$ cat config.mk
export PLATFORM = sky130hd
export DESIGN_NAME = uart_tx_arbiter_flat
export DESIGN_NICKNAME = d
export VERILOG_FILES = /design/src/rtl/uart_tx_arbiter_pkg.sv /design/src/rtl/uart_tx_arbiter_if.sv /design/src/rtl/uart_tx_arbiter_rr_pick.sv /design/src/rtl/uart_tx_arbiter.sv /design/src/flat_wrapper.sv
export SDC_FILE = /design/constraint.sdc
export NUM_CORES = 1
export LEC_CHECK = 0
export ABC_CLOCK_PERIOD_IN_PS = 3400
export BUFFER_PORTS_ARGS = -buffer_cell sky130_fd_sc_hd__buf_4
export CORE_ASPECT_RATIO = 2
export CORE_MARGIN = 2
export CORE_UTILIZATION = 35
export CTS_BUF_LIST = sky130_fd_sc_hd__clkbuf_8
export CTS_CLUSTER_SIZE = 14
export DETAILED_ROUTE_END_ITERATION = 7
export MAX_ROUTING_LAYER = met4
export PLACE_DENSITY = 0.7
export RECOVER_POWER = 100
export SLEW_MARGIN = 15
export SYNTH_ARGS = -nofsm -noshare
export SYNTH_HDL_FRONTEND = slang
export SYNTH_HIERARCHICAL = 1
export SYNTH_SLANG_ARGS = --single-unit
export TNS_END_PERCENT = 30
$ cat constraint.sdc
create_clock -name clk_i -period 3.4 [get_ports clk_i]
set_clock_uncertainty 0.1 [all_clocks]
set_input_delay 0.34 -clock clk_i [delete_from_list [all_inputs] [get_ports clk_i]]
set_output_delay 0.34 -clock clk_i [all_outputs]
set_load 0.05 [all_outputs]
$ cat src/rtl/uart_tx_arbiter_pkg.sv
// Shared types and constants for the UART transmit arbiter and the uart benches.
package uart_tx_arbiter_pkg;

   typedef enum logic [1:0] {
      IDLE       = 2'd0,
      WAIT_START = 2'd1,
      WAIT_DONE  = 2'd2
   } arb_state_e;

   localparam int CNT_W     = 4;
   localparam int CLK_HZ    = 50_000_000;
   localparam int BAUD_RATE = 115_200;
   localparam int BIT_TICKS = CLK_HZ / BAUD_RATE;

   // Advance a requester index by one, wrapping at n.
   function automatic int wrap_inc(input int idx, input int n);
      return (idx + 1 >= n) ? 0 : idx + 1;
   endfunction

endpackage

$ cat src/rtl/uart_tx_arbiter_if.sv
// Requester and uart-facing signals of the arbiter, grouped as one bundle.
interface uart_tx_arbiter_if #(parameter int NUM_REQ = 4);

   logic [NUM_REQ-1:0]   req_valid;
   logic [NUM_REQ*8-1:0] req_data;
   logic [NUM_REQ-1:0]   req_last;
   logic [NUM_REQ-1:0]   req_ready;
   logic [7:0]           tx_data;
   logic                 tx_send;
   logic                 tx_busy;
   logic [NUM_REQ-1:0]   grant;
   logic                 idle;

   modport slave (
      input  req_valid, req_data, req_last, tx_busy,
      output req_ready, tx_data, tx_send, grant, idle
   );

   modport master (
      output req_valid, req_data, req_last, tx_busy,
      input  req_ready, tx_data, tx_send, grant, idle
   );

endinterface

$ cat src/rtl/uart_tx_arbiter_rr_pick.sv
// Combinational round-robin selector: first valid requester at or above ptr,
// or only the lock owner while a multi-byte message is open.
module rr_pick #(
   parameter int NUM_REQ = 4
) (
   input  logic [NUM_REQ-1:0]         req_i,
   input  logic [$clog2(NUM_REQ)-1:0] ptr_i,
   input  logic                       lock_i,
   input  logic [$clog2(NUM_REQ)-1:0] owner_i,
   output logic [NUM_REQ-1:0]         win_o,
   output logic [$clog2(NUM_REQ)-1:0] idx_o
);

   localparam int IDXW = $clog2(NUM_REQ);

   logic [IDXW-1:0] cand;

   // Scanning from the far end lets the nearest valid index overwrite earlier hits.
   always_comb begin
      win_o = '0;
      idx_o = '0;
      cand  = '0;
      if (lock_i) begin
         if (req_i[owner_i]) begin
            win_o[owner_i] = 1'b1;
            idx_o          = owner_i;
         end
      end else begin
         for (int k = NUM_REQ - 1; k >= 0; k--) begin
            cand = IDXW'((int'(ptr_i) + k) % NUM_REQ);
            if (req_i[cand]) begin
               win_o       = '0;
               win_o[cand] = 1'b1;
               idx_o       = cand;
            end
         end
      end
   end

endmodule

$ cat src/rtl/uart_tx_arbiter.sv
// Round-robin arbiter sharing one uart transmitter between NUM_REQ byte producers,
// with message locking so multi-byte messages are never interleaved.
module uart_tx_arbiter
   import uart_tx_arbiter_pkg::*;
#(
   parameter int NUM_REQ      = 4,
   parameter int BUSY_TIMEOUT = 4
) (
   input logic               clk_i,
   input logic               rst_i,
   uart_tx_arbiter_if.slave  bus
);

   localparam int IDXW = $clog2(NUM_REQ);

   arb_state_e         state_q;
   logic [IDXW-1:0]    rr_ptr_q;
   logic [IDXW-1:0]    owner_q;
   logic               lock_q;
   logic [CNT_W-1:0]   cnt_q;
   logic [7:0]         tx_data_q;
   logic               tx_send_q;
   logic [NUM_REQ-1:0] grant_q;
   logic               idle_q;

   logic [NUM_REQ-1:0] win;
   logic [IDXW-1:0]    win_idx;
   logic               accept;
   logic [7:0]         win_data;
   logic               win_last;
   logic [CNT_W-1:0]   cnt_d;

   rr_pick #(.NUM_REQ(NUM_REQ)) u_pick (
      .req_i   (bus.req_valid),
      .ptr_i   (rr_ptr_q),
      .lock_i  (lock_q),
      .owner_i (owner_q),
      .win_o   (win),
      .idx_o   (win_idx)
   );

   assign accept   = !rst_i && (state_q == IDLE) && !bus.tx_busy && (win != '0);
   assign win_data = bus.req_data[{win_idx, 3'b000} +: 8];
   assign win_last = bus.req_last[win_idx];
   assign cnt_d    = cnt_q + CNT_W'(1);

   assign bus.req_ready = accept ? win : '0;
   assign bus.tx_data   = tx_data_q;
   assign bus.tx_send   = tx_send_q;
   assign bus.grant     = grant_q;
   assign bus.idle      = idle_q;

   // Grant and idle are only released when a frame ends outside an open message.
   always_ff @(posedge clk_i) begin
      if (rst_i) begin
         state_q   <= IDLE;
         rr_ptr_q  <= '0;
         owner_q   <= '0;
         lock_q    <= 1'b0;
         cnt_q     <= '0;
         tx_data_q <= 8'h00;
         tx_send_q <= 1'b0;
         grant_q   <= '0;
         idle_q    <= 1'b1;
      end else begin
         tx_send_q <= 1'b0;
         unique case (state_q)
            IDLE: begin
               if (accept) begin
                  tx_data_q <= win_data;
                  tx_send_q <= 1'b1;
                  grant_q   <= win;
                  idle_q    <= 1'b0;
                  cnt_q     <= '0;
                  state_q   <= WAIT_START;
                  if (win_last) begin
                     lock_q   <= 1'b0;
                     rr_ptr_q <= IDXW'(wrap_inc(int'(win_idx), NUM_REQ));
                  end else begin
                     lock_q  <= 1'b1;
                     owner_q <= win_idx;
                  end
               end
            end
            WAIT_START: begin
               cnt_q <= cnt_d;
               if (bus.tx_busy) begin
                  state_q <= WAIT_DONE;
               end else if (cnt_d == CNT_W'(BUSY_TIMEOUT)) begin
                  state_q <= IDLE;
                  if (!lock_q) begin
                     grant_q <= '0;
                     idle_q  <= 1'b1;
                  end
               end
            end
            WAIT_DONE: begin
               if (!bus.tx_busy) begin
                  state_q <= IDLE;
                  if (!lock_q) begin
                     grant_q <= '0;
                     idle_q  <= 1'b1;
                  end
               end
            end
            default: state_q <= IDLE;
         endcase
      end
   end

endmodule

$ cat src/flat_wrapper.sv
// flat-port wrapper written by rule: the top's interface ports become plain ports
module uart_tx_arbiter_flat import uart_tx_arbiter_pkg::*;
#(
   parameter int NUM_REQ      = 4,
   parameter int BUSY_TIMEOUT = 4
)
  (clk_i, rst_i, bus_req_valid, bus_req_data, bus_req_last, bus_tx_busy, bus_req_ready, bus_tx_data, bus_tx_send, bus_grant, bus_idle);
  uart_tx_arbiter_if #(.NUM_REQ(NUM_REQ)) bus_i ();
  input logic clk_i;
  input logic rst_i;
  input wire logic [$bits(bus_i.req_valid)-1:0] bus_req_valid;
  input wire logic [$bits(bus_i.req_data)-1:0] bus_req_data;
  input wire logic [$bits(bus_i.req_last)-1:0] bus_req_last;
  input wire logic [$bits(bus_i.tx_busy)-1:0] bus_tx_busy;
  output wire logic [$bits(bus_i.req_ready)-1:0] bus_req_ready;
  output wire logic [$bits(bus_i.tx_data)-1:0] bus_tx_data;
  output wire logic [$bits(bus_i.tx_send)-1:0] bus_tx_send;
  output wire logic [$bits(bus_i.grant)-1:0] bus_grant;
  output wire logic [$bits(bus_i.idle)-1:0] bus_idle;
  assign bus_i.req_valid = bus_req_valid;
  assign bus_i.req_data = bus_req_data;
  assign bus_i.req_last = bus_req_last;
  assign bus_i.tx_busy = bus_tx_busy;
  assign bus_req_ready = bus_i.req_ready;
  assign bus_tx_data = bus_i.tx_data;
  assign bus_tx_send = bus_i.tx_send;
  assign bus_grant = bus_i.grant;
  assign bus_idle = bus_i.idle;
  uart_tx_arbiter #(.NUM_REQ(NUM_REQ), .BUSY_TIMEOUT(BUSY_TIMEOUT)) u_core (.clk_i(clk_i), .rst_i(rst_i), .bus(bus_i));
endmodule
Yosys cells after proc, flatten, opt, wreduce, memory -nomap -nowiden
Cells that the tools add are included.

Bits of input ports: 43. Flip-flop bits (word level): 25. Word-level logic and storage cells: 115. Output and inout port bits: 18.

Eq/ne operators: 8. Shift-type cells: 1. Order comparisons: 12. Muxes and demuxes: 57. Reductions and logical operators: 21. Add/sub/neg operators: 5. Bitwise gates (word level): 2.

Operators with widths (count): 4-bit two-way mux (13); 32-bit by 6-bit variable part select with 8-bit output (1); 2-bit two-way mux (11); 2-bit by 3-bit < comparator with 1-bit output, second input constant (6); 1-bit two-way mux (18); 1-bit binary-select mux with 2-bit select (6); 4-bit one-hot mux with 3 select lines (1); 1-bit demux with 2-bit select (5); 2-bit by 1-bit greater-or-equal comparator with 1-bit output, second input constant (5); 3-bit AND reduction (3); 1-bit logical AND (8); 4-bit one-hot mux with 2 select lines (1); 2-bit one-hot mux with 3 select lines (1); 5-bit AND reduction (1); 2-bit adder, second input constant (2); 4-bit by 1-bit adder with 4-bit output, second input constant (1); 4-bit by 3-bit equality test with 1-bit output, second input constant (1); 2-bit by 1-bit inequality test with 1-bit output, second input constant (2); 2-bit inequality test, second input constant (2); 2-bit AND reduction (2); 4-bit nonzero test (1); 2-bit by 1-bit adder with 3-bit output, second input constant (1); 3-bit greater-or-equal comparator, second input constant (1); 3-bit by 2-bit inequality test with 1-bit output, second input constant (1); other kinds (10) (12).

Longest topological paths before layout
Word-level depth: 14. Mapped depth: 15. Mapped depth without buffers: 12.

Modules after synthesis
The synthesis kept the hierarchy.

Modules (own cells, without submodules): uart_tx_arbiter (cells each 156, area each 1460.2 um^2, sequential area each 500.5 um^2, instances 1); rr_pick (cells each 68, area each 528.0 um^2, sequential area each 0.0 um^2, instances 1).

Least setup slack after synthesis
Ideal clock, no wire load.

Path kind: register -> register. From: register u_core.rr_ptr_q[0]. To: register u_core.lock_q. Period minus slack after synthesis: 3.158 ns. Cell stages (with the launch flop): 16. Path slack: 0.242 ns. Data arrival time: 2.931 ns. Data required time: 3.172 ns. Setup time: 0.128 ns. Path buffers: 3. Path through: dfxtp_1 -> buf_6 -> inv_1 -> ha_1 -> mux4_2 -> buf_6 -> nand2_1 -> o21ai_1 -> a211oi_1 -> o31ai_1 -> or4_4 -> nand3_2 -> inv_1 -> buf_2 -> o21ai_1 -> nor2_1.

Longest elaborated chain between the ends: 13. Elaborated cells on any way between the ends: 47. Classes of those cells: 3 x add/sub; 8 x order compare; 29 x mux; 7 x reduce/logical.

RTL lines: start, declared (RTL line uart_tx_arbiter.sv:17) `logic [IDXW-1:0] rr_ptr_q;`; start signal, assigned (RTL line uart_tx_arbiter.sv:78) `rr_ptr_q <= IDXW'(wrap_inc(int'(win_idx), NUM_REQ));`; 2-bit adder (RTL line uart_tx_arbiter_rr_pick.sv:30) `cand = IDXW'((int'(ptr_i) + k) % NUM_REQ);`; 2-bit by 3-bit < comparator with 1-bit output (not written as such) or 2-bit by 1-bit greater-or-equal comparator with 1-bit output (tied branches) (RTL line uart_tx_arbiter_rr_pick.sv:33) `win_o[cand] = 1'b1;`; 1-bit logical AND (not written as such) (RTL line uart_tx_arbiter_rr_pick.sv:33); 1-bit two-way mux (not written as such) (RTL line uart_tx_arbiter_rr_pick.sv:33); 1-bit demux with 2-bit select (RTL line uart_tx_arbiter_rr_pick.sv:33); 4-bit two-way mux (3 in a row) (RTL line uart_tx_arbiter_rr_pick.sv:31) `if (req_i[cand]) begin`; 4-bit two-way mux (*) (RTL line uart_tx_arbiter_rr_pick.sv:31); 4-bit two-way mux (*) (RTL line uart_tx_arbiter_rr_pick.sv:23) `if (lock_i) begin`; named net u_core.win[0] (RTL line uart_tx_arbiter.sv:26) `logic [NUM_REQ-1:0] win;`; 4-bit nonzero test (*) (RTL line uart_tx_arbiter.sv:42) `assign accept = !rst_i && (state_q == IDLE) && !bus.tx_busy && (win != '0);`; 1-bit logical AND (*) (RTL line uart_tx_arbiter.sv:42); 2-bit AND reduction (no line) (*); end signal, assigned (RTL line uart_tx_arbiter.sv:59) `lock_q <= 1'b0;`; end signal, assigned (RTL line uart_tx_arbiter.sv:77) `lock_q <= 1'b0;`; end signal, assigned (RTL line uart_tx_arbiter.sv:80) `lock_q <= 1'b1;`; end, declared (RTL line uart_tx_arbiter.sv:19) `logic lock_q;`.

Mark *: on every way through the listed nets, which the timed path passes. The rest lies on a longest branch. The select of a mux whose other input is x is not followed. A chain may end at the register's enable or synchronous reset.

Worst setup path after layout
From: register u_core.rr_ptr_q[0]. To: output bus_req_ready[0].

Longest elaborated chain between the ends: 13. Elaborated cells on any way between the ends: 39. Classes of those cells: 3 x add/sub; 8 x order compare; 22 x mux; 6 x reduce/logical.

RTL lines: 2-bit adder (RTL line uart_tx_arbiter_rr_pick.sv:30); 2-bit by 3-bit < comparator with 1-bit output (not written as such) or 2-bit by 1-bit greater-or-equal comparator with 1-bit output (tied branches) (RTL line uart_tx_arbiter_rr_pick.sv:33); 1-bit logical AND (not written as such) (RTL line uart_tx_arbiter_rr_pick.sv:33); 1-bit two-way mux (not written as such) (RTL line uart_tx_arbiter_rr_pick.sv:33); 1-bit demux with 2-bit select (RTL line uart_tx_arbiter_rr_pick.sv:33); 4-bit two-way mux (3 in a row) (RTL line uart_tx_arbiter_rr_pick.sv:31); 4-bit two-way mux (*) (RTL line uart_tx_arbiter_rr_pick.sv:31); 4-bit two-way mux (*) (RTL line uart_tx_arbiter_rr_pick.sv:23); named net u_core.win[0] (RTL line uart_tx_arbiter.sv:26); 4-bit nonzero test (RTL line uart_tx_arbiter.sv:42); 1-bit logical AND (RTL line uart_tx_arbiter.sv:42); 4-bit two-way mux (*) (RTL line uart_tx_arbiter.sv:47) `assign bus.req_ready = accept ? win : '0;`; end, declared (RTL line flat_wrapper.sv:15) `output wire logic [$bits(bus_i.req_ready)-1:0] bus_req_ready;`.

Marks and branches as above.

==> impl_metrics.csv <==
group,metric,value,unit
power,switching_power,0.5952,mW
routing,vias,1919,
place,port_buffers,60,
power,p_int,0.7375,mW
clock_network,cts_buffers,3,
sta,whs,322.6,ps
place,dp_cells,344,
clock_network,clkTransAtPathRegs,90,ps
sta,slew-limit-headroom,59.66,%
floorplan,die_area,6336,sq um
finish,n_antenna_cell,0,
grt,grt_pass1_vias,1890,
sta,hold_viol,0,
sta,fmax,309.4,MHz
grt,antenna_found_initial,0,
floorplan,rows,38,
finish,fin_cells,350,
finish,area_growth,27.69,%
finish,final-seq-area,500.5,sq um
synth,synth_warnings,6,
finish,nFillCells,536,
grt,grt_use_total,18.00,%
synth,synthArstFlopShare,0,%
clock_network,clockBufferDepth,2,
synth,synth_largest_area_cell,"dfxtp_1",
power,switching_share,44.66,%
sta,min_period,3232,ps
routing,top_layer,"met4",
clock_network,cts_num_sinks,25,
place,dp_hpwl,4507,um
floorplan,initial_core_util,36.36,%
synth,syn_inst,224,
sta,min_period_over_period,95.07,%
floorplan,pin_count,61,
sta,setup_viol,0,
power,power_frac_seq,28.4,%
power,ir_drop,0.2482,mV
status,status,"complete, no violations",
synth,syn_area,1988,sq um
floorplan,dieWidth,57.30,um
synth,synthDistinctLibCells,52,
routing,drt-initial-drc-count,56,
critical_path,worst-setup-path-type,"flip-flop to primary output",
critical_path,crit_arrival,2790,ps
power,leakage,1.035,nW
synth,synth_edf_count,0,
flow_run,max-cap-violations,0,
routing,dr.pass1.iters,4,
power,p_per_area,525.0,nW/um^2
routing,via_per_inst,5.483,
critical_path,start_kind,"flip-flop",
clock_network,htreeDepth,1,
routing,drcViolationCount,0,
finish,multiInputGateArea,1376,sq um
synth,synthTopCellsByArea,"dfxtp_1, mux4_2, ha_1",
critical_path,cp_max_fo,8,
synth,syn-num-nets,282,
routing,wl_met3,135,um
synth,synth_top_area_share,25.17,%
routing,dr_wl_met2,3152,um
clock_network,root_buffer,"clkbuf_8",
sta,rsz0062_at_grt,"true",
clock_network,ctsHoldBuffers,0,
floorplan,die_y,110.6,um
critical_path,reg2reg_depth,13,
finish,layout_commonest_cell,"buf_4",
finish,num-nets-final,349,
finish,drive_above_1_share,31.03,%
critical_path,required,2960,ps
routing,drtAntennaViolNets,0,
grt,grt_max_degree,31,
synth,syn_area_per_cell,8.876,sq um
synth,yosysSeqAreaShare,25.17,%
synth,synth_ff_type,"dfxtp_1",
routing,finalWirelength,5539,um
critical_path,worstSetupEndpointType,"primary output",
power,comb_power_share,57.7,%
finish,most-common-layout-cells,"buf_4, nand2_1, dfxtp_1",
clock_network,cts_tree,"built",
place,gp_congestion,0.9393,
synth,ys_ff_latch,25,
power,clkPwrFrac,13.9,%
worst_hold_path,hold-path-cell-count,2,
sta,worst_pin_slew,607.7,ps
floorplan,core,5468,sq um
sta,slew_violations,0,
routing,wl_met1,1998,um
routing,route.detailed.wl_per_inst,15.83,um
clock_network,clock_latency,270,ps
grt,grt_pass1_wl,8859,um
worst_hold_path,hp-class,"input port to flip-flop",
finish,post-route-util,46.43,%
grt,overflow,0,
==> area by class of cell <==
| cell class | count | area share [%] |
|---|---|---|
| clock buffers | 3 | 1.626 |
| flip-flops and latches | 25 | 19.71 |
| well taps | 60 | 2.957 |
| multi-input cells | 177 | 54.21 |
| clock inverters | 1 | 0.2957 |
| repair buffers | 74 | 19.71 |
| inverters | 10 | 1.479 |
==> metal layers <==
layer / global-route usage [%] / vias to the layer above
met5: - / -
li1: - / 946
met3: 0.8197 / 17
met1: 18.27 / 909
met4: 10.23 / 0
met2: 32.80 / 47
==> Yosys cell counts (all sizes together), types with 2 or more instances <==
library cell,count
a21oi,22
nor4,2
nor2,10
nand3b,3
and3,5
buf,9
dfxtp,25
o21ai,10
inv,9
clkbuf,3
mux2i,8
mux2,3
mux4,12
a211oi,5
o32ai,2
nor2b,3
ha,15
nand2,36
nand3,7
nand4,2
o31ai,4
nand2b,11
==> worst max-delay path: stages, from the launching register on <==
cell and delay, ps:
dfxtp_1 350, inv_1 110, ha_1 410, mux4_2 410, buf_4 180, nor2_4 120, a211oi_1 90, o31ai_1 290
buf_4 180, and3_1 170, buf_4 210
==> final timing paths <==
kind                         startpoint               endpoint  slack, ps
setup / recovery     u_core/rr_ptr_q[0]       bus_req_ready[0]        170
hold reg to reg   u_core/bus.tx_data[5]  u_core/bus.tx_data[5]        370
setup reg to reg     u_core/rr_ptr_q[0]          u_core/lock_q        170
hold / removal                    rst_i      u_core/owner_q[0]        320
==> flip-flops by register name (all words and copies together) (netlist names) <==
register and cells:
u_core/bus.tx_data 8, u_core/lock_q 1, u_core/bus.grant 4, u_core/state_q 2, u_core/cnt_q 4, u_core/owner_q 2
u_core/bus.idle 1, u_core/bus.tx_send 1, u_core/rr_ptr_q 2
==> kinds of logic after synthesis <==
| family | after synthesis | synth area share (%) |
|---|---|---|
| simple gates | 87 | 23.41 |
| compound gates | 52 | 17.12 |
| flops | 25 | 25.17 |
| mux | 23 | 19.32 |
| buf+inv | 22 | 5.537 |
| fa+ha+maj | 15 | 9.440 |
==> repair_timing <==
| item | CTS | global route |
|---|---|---|
| buffers inserted | 0 | 2 |
| endpoints found under the setup margin | 0 | 6 |
| resized for setup | 0 | 2 |
==> per-stage QoR <==
stage | instance area (sq um) | worst slack (ps) | total power [mW] | setup TNS [ps]
floorplan | 1988 | 241.8 | 0.9647 | 0
global placement | 2531 | 202.4 | 1.179 | 0
detailed placement | 2531 | 114.2 | 1.188 | 0
CTS | 2580 | 116.0 | 1.375 | 0
global route | 2539 | -6.699 | 1.417 | -6.699
finish | 2539 | 167.5 | 1.333 | 0
==> power by group through the flow <==
stage,clock (mW),sequential [mW],combinational (mW)
6_report,0.185,0.378,0.769
5_1_grt,0.200,0.384,0.833
4_1_cts,0.192,0.379,0.803
3_5_place_dp,0,0.387,0.801
3_3_place_gp,0,0.384,0.795
2_1_floorplan,0,0.485,0.480
Note: power is estimated with default switching activity, not from simulation.
